$ cat src/rtl/urng_pair_collector.sv
// -----------------------------------------------------------------------------
// urng_pair_collector
//
// Purpose:
//   Receiving end of a free-running uniform random number stream. Consecutive
//   words are grouped into (u0, u1) pairs for a Box-Muller stage. A u0 of zero
//   is rejected because ln(0) is undefined. Completed pairs are buffered in a
//   small show-ahead FIFO and presented on a valid/ready interface. The source
//   cannot be stalled, so a pair that finds the FIFO full is dropped and
//   accounted for in a saturating counter plus a sticky overflow flag.
//
// Ports:
//   clock        rising-edge clock
//   reset        synchronous active-high reset
//   in_data      uniform word from the generator
//   in_valid     in_data valid this cycle (no backpressure)
//   out_u0       head pair, first word (never 0 while out_valid=1)
//   out_u1       head pair, second word
//   out_valid    FIFO non-empty
//   out_ready    consumer accepts the head pair
//   fill_level   number of pairs currently stored
//   drop_count   words discarded due to a full FIFO (saturating)
//   overflow     sticky: at least one drop since reset/clear
//   clear_stats  clears drop_count and overflow
// -----------------------------------------------------------------------------
module urng_pair_collector #(
    parameter int DEPTH  = 4,
    parameter int DATA_W = 32,
    parameter int CNT_W  = 16
) (
    input  logic                     clock,
    input  logic                     reset,
    input  logic [DATA_W-1:0]        in_data,
    input  logic                     in_valid,
    output logic [DATA_W-1:0]        out_u0,
    output logic [DATA_W-1:0]        out_u1,
    output logic                     out_valid,
    input  logic                     out_ready,
    output logic [$clog2(DEPTH):0]   fill_level,
    output logic [CNT_W-1:0]         drop_count,
    output logic                     overflow,
    input  logic                     clear_stats
);

    localparam int                AW        = $clog2(DEPTH);
    localparam logic [AW:0]       FULL_CNT  = (AW+1)'(DEPTH);
    localparam logic [AW:0]       PTR_ONE   = (AW+1)'(1);
    localparam logic [CNT_W-1:0]  CNT_MAX   = {CNT_W{1'b1}};
    localparam logic [CNT_W-1:0]  CNT_TWO   = CNT_W'(2);

    typedef enum logic [0:0] {
        WAIT_U0 = 1'b0,
        WAIT_U1 = 1'b1
    } state_t;

    // A dropped pair represents two lost words; the counter sticks at its maximum.
    function automatic logic [CNT_W-1:0] sat_add_two(input logic [CNT_W-1:0] value);
        logic [CNT_W-1:0] result;
        if (value >= (CNT_MAX - CNT_TWO)) begin
            result = CNT_MAX;
        end else begin
            result = value + CNT_TWO;
        end
        return result;
    endfunction

    state_t             r_state;
    state_t             w_state_nxt;
    logic [DATA_W-1:0]  r_u0_hold;
    logic               w_latch_u0;
    logic               w_push_req;

    logic [DATA_W-1:0]  r_mem_u0 [DEPTH];
    logic [DATA_W-1:0]  r_mem_u1 [DEPTH];
    logic [AW:0]        r_wr_ptr;
    logic [AW:0]        r_rd_ptr;
    logic [AW:0]        w_fill;
    logic               w_full;
    logic               w_empty;
    logic               w_pop;
    logic               w_push;
    logic               w_drop;

    logic [CNT_W-1:0]   r_drop_count;
    logic               r_overflow;

    // Pairing FSM next-state logic: zero u0 words are skipped, u1 is taken as-is.
    always_comb begin
        w_state_nxt = r_state;
        w_latch_u0  = 1'b0;
        w_push_req  = 1'b0;
        case (r_state)
            WAIT_U0: begin
                if (in_valid && (in_data != {DATA_W{1'b0}})) begin
                    w_latch_u0  = 1'b1;
                    w_state_nxt = WAIT_U1;
                end else begin
                    w_state_nxt = WAIT_U0;
                end
            end
            WAIT_U1: begin
                if (in_valid) begin
                    w_push_req  = 1'b1;
                    w_state_nxt = WAIT_U0;
                end else begin
                    w_state_nxt = WAIT_U1;
                end
            end
            default: begin
                w_state_nxt = WAIT_U0;
            end
        endcase
    end

    // FIFO occupancy and push/pop qualification; the extra pointer bit separates full from empty.
    always_comb begin
        w_fill  = r_wr_ptr - r_rd_ptr;
        w_empty = (r_wr_ptr == r_rd_ptr);
        w_full  = (w_fill == FULL_CNT);
        w_pop   = (!w_empty) && out_ready;
        // A full FIFO still accepts a pair when the head leaves in the same cycle.
        w_push  = w_push_req && ((!w_full) || w_pop);
        w_drop  = w_push_req && (!w_push);
    end

    // Pairing FSM state register and held first word.
    always_ff @(posedge clock) begin
        if (reset) begin
            r_state   <= WAIT_U0;
            r_u0_hold <= {DATA_W{1'b0}};
        end else begin
            r_state <= w_state_nxt;
            if (w_latch_u0) begin
                r_u0_hold <= in_data;
            end else begin
                r_u0_hold <= r_u0_hold;
            end
        end
    end

    // Pair storage; when full with a concurrent pop the write lands in the slot being vacated.
    always_ff @(posedge clock) begin
        if (reset) begin
            for (int i = 0; i < DEPTH; i++) begin
                r_mem_u0[i] <= {DATA_W{1'b0}};
                r_mem_u1[i] <= {DATA_W{1'b0}};
            end
        end else begin
            if (w_push) begin
                r_mem_u0[r_wr_ptr[AW-1:0]] <= r_u0_hold;
                r_mem_u1[r_wr_ptr[AW-1:0]] <= in_data;
            end
        end
    end

    // FIFO read and write pointers.
    always_ff @(posedge clock) begin
        if (reset) begin
            r_wr_ptr <= {(AW+1){1'b0}};
            r_rd_ptr <= {(AW+1){1'b0}};
        end else begin
            if (w_push) begin
                r_wr_ptr <= r_wr_ptr + PTR_ONE;
            end else begin
                r_wr_ptr <= r_wr_ptr;
            end
            if (w_pop) begin
                r_rd_ptr <= r_rd_ptr + PTR_ONE;
            end else begin
                r_rd_ptr <= r_rd_ptr;
            end
        end
    end

    // Drop statistics; a drop in the same cycle as a clear takes precedence.
    always_ff @(posedge clock) begin
        if (reset) begin
            r_drop_count <= {CNT_W{1'b0}};
            r_overflow   <= 1'b0;
        end else if (w_drop) begin
            if (clear_stats) begin
                r_drop_count <= CNT_TWO;
            end else begin
                r_drop_count <= sat_add_two(r_drop_count);
            end
            r_overflow <= 1'b1;
        end else if (clear_stats) begin
            r_drop_count <= {CNT_W{1'b0}};
            r_overflow   <= 1'b0;
        end else begin
            r_drop_count <= r_drop_count;
            r_overflow   <= r_overflow;
        end
    end

    // Outputs come straight from registered storage and pointers.
    always_comb begin
        out_u0     = r_mem_u0[r_rd_ptr[AW-1:0]];
        out_u1     = r_mem_u1[r_rd_ptr[AW-1:0]];
        out_valid  = !w_empty;
        fill_level = w_fill;
        drop_count = r_drop_count;
        overflow   = r_overflow;
    end

endmodule

$ cat config.mk
export PLATFORM = sky130hd
export DESIGN_NAME = urng_pair_collector
export DESIGN_NICKNAME = d
export VERILOG_FILES = /design/src/rtl/urng_pair_collector.sv
export SDC_FILE = /design/constraint.sdc
export NUM_CORES = 1
export LEC_CHECK = 0
export BUFFER_PORTS_ARGS = -buffer_cell sky130_fd_sc_hd__buf_2
export CAP_MARGIN = 0
export CORE_MARGIN = 4
export CORE_UTILIZATION = 61
export DETAILED_ROUTE_END_ITERATION = 16
export PLACE_DENSITY = 0.83
export SYNTH_ARGS = -nofsm -noshare
export SYNTH_HDL_FRONTEND = slang
export SYNTH_SLANG_ARGS = --single-unit
$ cat constraint.sdc
create_clock -name clock -period 10.1 [get_ports clock]
set_clock_uncertainty 0.1 [all_clocks]
set_input_delay 2.02 -clock clock [delete_from_list [all_inputs] [get_ports clock]]
set_output_delay 2.02 -clock clock [all_outputs]
set_load 0.05 [all_outputs]
==> reports/results.tsv <==
stage	metric	value	unit
run_status	status	finished clean	
sta	grt_setup_unrepaired	no	
grt	grt_max_degree	155	
detailed_routing	wl_per_cell	22.36	um
layout	layout_commonest_cell	edfxtp_1	
clocking	root_buffer	clkbuf_16	
grt	antenna_found_initial	0	
layout	area_delta_synth_final	13.88	%
power	ir_drop	0.0001530	V
placed_design	numPortBuffers	121	
clocking	cts_tree	done	
sta	worst_slew_pin_slew	1.166	ns
clocking	post_cts_resized	0	
clocking	path_clk_slew	0.06	ns
layout	final_cell_mix	256 x edfxtp_1, 194 x and3_1, 121 x buf_2, 66 x and2_1, 64 x mux4_2	
detailed_routing	routed_via_density	6.208	
power	leakage	6.481	nW
setup_path	crit_path_top_delay_cell	dfxtp_4	
placed_design	post-place-ws	5.138	ns
grt	first_global_vias	8172	
min_path	hp-class	flop to flop	
synth	ys_types	46	
power	power_density	200.1	nW/um^2
detailed_routing	drtIter0Drc	673	
die	io_pins	122	
setup_path	crit_path_end_kind	output pin	
detailed_routing	drc	0	
layout	drive_gt1_share	25.61	%
setup_path	critPathArrivalTime	2.92	ns
synth	syn-cell-area	13500	um^2
grt	grt_pass1_wl	45.24	mm
grt	track_usage	23.71	%
clocking	cts.sink_count	314	
layout	final_util	70.43	%
clocking	clockBufferDepth	3	
synth	synth.net_count	951	
die	die_x	156.8	um
sta	setup_ws	5.063	ns
clocking	tritoncts.num_buffers	31	
placed_design	dp.final_hpwl	16.21	mm
synth	ys_seq_area_share	65.55	%
die	die_y	156.8	um
detailed_routing	via_count	8089	
die	dieArea	24570	um^2
setup_path	path_cells	buf_4 -> mux4_2 -> buf_2	
sta	max_slew_margin	22.30	%
setup_path	start_kind	flop	
layout	nNetsFinal	1041	
synth	synth_ff_type	edfxtp_1	
synth	synth.avg_cell_area	14.87	um^2
sta	setup_viol	0	
sta	max_freq	198.5	MHz
placed_design	gp_congestion	0.8522	
clocking	cts_setup_buffers	0	
clocking	hold_buffers	0	
clocking	htreeDepth	1	
grt	grt_remaining_overflow	0	
detailed_routing	drt.antenna.violating_nets	0	
layout	diodes	0	
die	initial_core_util	61.85	%
sta	setup_tns	0	ns
synth	synth-edff-count	256	
setup_path	cp.required	7.98	ns
setup_path	critical_path_class	flop to output pin	
die	coreArea	21820	um^2
synth	yosysWarnings	0	
synth	async_flop_share	0	%
sta	finalCritPeriodShare	49.87	%
detailed_routing	drt-total-wl	29.14	mm
setup_path	crit_path_max_incr_delay	0.72	ns
sta	hold_viol	0	
sta	drv_slew	0	
flow_run	max-cap-violations	0	
sta	min_period	5.037	ns
detailed_routing	dr.pass1.iters	4	
synth	yosys_register_bits	314	
setup_path	cp_max_fo	37	
synth	postSynthCellCount	908	
die	rows	54	
clocking	insertion_delay	0.56	ns
[synth_stat cells (2+ instances only)]
| cell type | instances | area, um^2 |
|---|---|---|
| edfxtp_1 | 256 | 7687 |
| and3_1 | 194 | 1214 |
| and2_1 | 66 | 412.9 |
| mux4_2 | 64 | 1441 |
| clkbuf_1 | 62 | 232.7 |
| dfxtp_1 | 58 | 1161 |
| nor2_1 | 48 | 180.2 |
| mux2i_1 | 33 | 330.3 |
| a21oi_1 | 12 | 60.06 |
| buf_2 | 11 | 55.05 |
| nor4_1 | 11 | 68.82 |
| nand2_1 | 10 | 37.54 |
| nor3_1 | 10 | 50.05 |
| inv_1 | 8 | 30.03 |
| nand3_1 | 8 | 40.04 |
| a311oi_1 | 6 | 52.55 |
| ha_1 | 5 | 62.56 |
| nand2b_1 | 4 | 25.02 |
| nand4_1 | 4 | 25.02 |
| a211oi_1 | 3 | 22.52 |
| a21o_1 | 3 | 22.52 |
| a31oi_1 | 3 | 18.77 |
| a41oi_1 | 2 | 17.52 |
| nor2b_1 | 2 | 12.51 |
| o31ai_1 | 2 | 15.01 |
| xnor2_1 | 2 | 17.52 |
| xor2_1 | 2 | 17.52 |
[cell families (layout without fill, tap and decap cells)]
group           count (synthesis)  in the layout  synth area share [%]
compound gates                 38             38                 2.067
xor+xnor                        4              4                0.2596
fa+ha+maj                       6              6                0.6118
buf+inv                        83            198                 2.493
flops                         314            314                 65.55
mux                            98             98                 13.21
simple gates                  365            365                 15.80
[report_power, final]
group	switching (mW)	total (mW)	internal, mW
logic	0.273	0.386	0.113
registers	0.0335	1.49	1.46
clock network	0.476	1.20	0.725
total	0.782	3.08	2.29
[sequential cells by signal (all words and copies together), names as in the netlist, named ones only]
| register | flops |
|---|---|
| r_rd_ptr | 3 |
| r_wr_ptr | 3 |
| overflow | 1 |
| r_state | 1 |
| drop_count | 16 |
| r_mem_u0 | 128 |
| r_u0_hold | 32 |
| r_mem_u1 | 128 |
[worst paths after layout]
check	startpoint	end	slack [ns]	cells after the start
worst max-delay path	flop	out_u1[1]	5.06	3
worst min-delay path	overflow$_SDFFE_PP0P_	overflow$_SDFFE_PP0P_	0.37	2
worst max register to register	r_wr_ptr[0]$_SDFFE_PP0P_	r_mem_u1[0][31]$_SDFFCE_PN0P_	6.03	9
worst min register to register	overflow$_SDFFE_PP0P_	overflow$_SDFFE_PP0P_	0.37	2
[worst max-delay path, delay by kind of cell, from the launching register on]
kind	cells	cell delay (ns)
buffers and inverters	2	0.96
DFF	1	0.72
muxes	1	0.65
[final cells by class]
class | count | area, um^2
Clock buffer | 42 | 857.1
Multi-Input combinational cell | 511 | 4365
Timing Repair Buffer | 132 | 688.2
Tap cell | 280 | 350.3
Fill cell | 1385 | 6452
Clock inverter | 16 | 226.5
Sequential cell | 314 | 8853
Inverter | 8 | 30.03
[routing by layer]
| layer | GRT usage [%] | wire length (um) | vias up |
|---|---|---|---|
| met2 | 40.17 | 14980 | 309 |
| li1 | - | - | 3685 |
| met4 | 7.314 | 908 | 0 |
| met3 | 3.789 | 1911 | 72 |
| met1 | 32.05 | 11340 | 4023 |
| met5 | 0 | 0 | - |
[per-stage QoR]
stage          cells  total power [mW]  area, um^2  hold slack, ns
5_1_grt         1303             3.183       15370          0.4028
3_5_place_dp    1245             1.906       14290          0.3604
2_1_floorplan    908             1.798       13500          0.3630
6_report        1303             3.076       15370          0.3734
4_1_cts         1303             3.097       15370          0.3779
3_3_place_gp    1245             1.899       14290          0.3578
(Power assumes the default switching activity.)
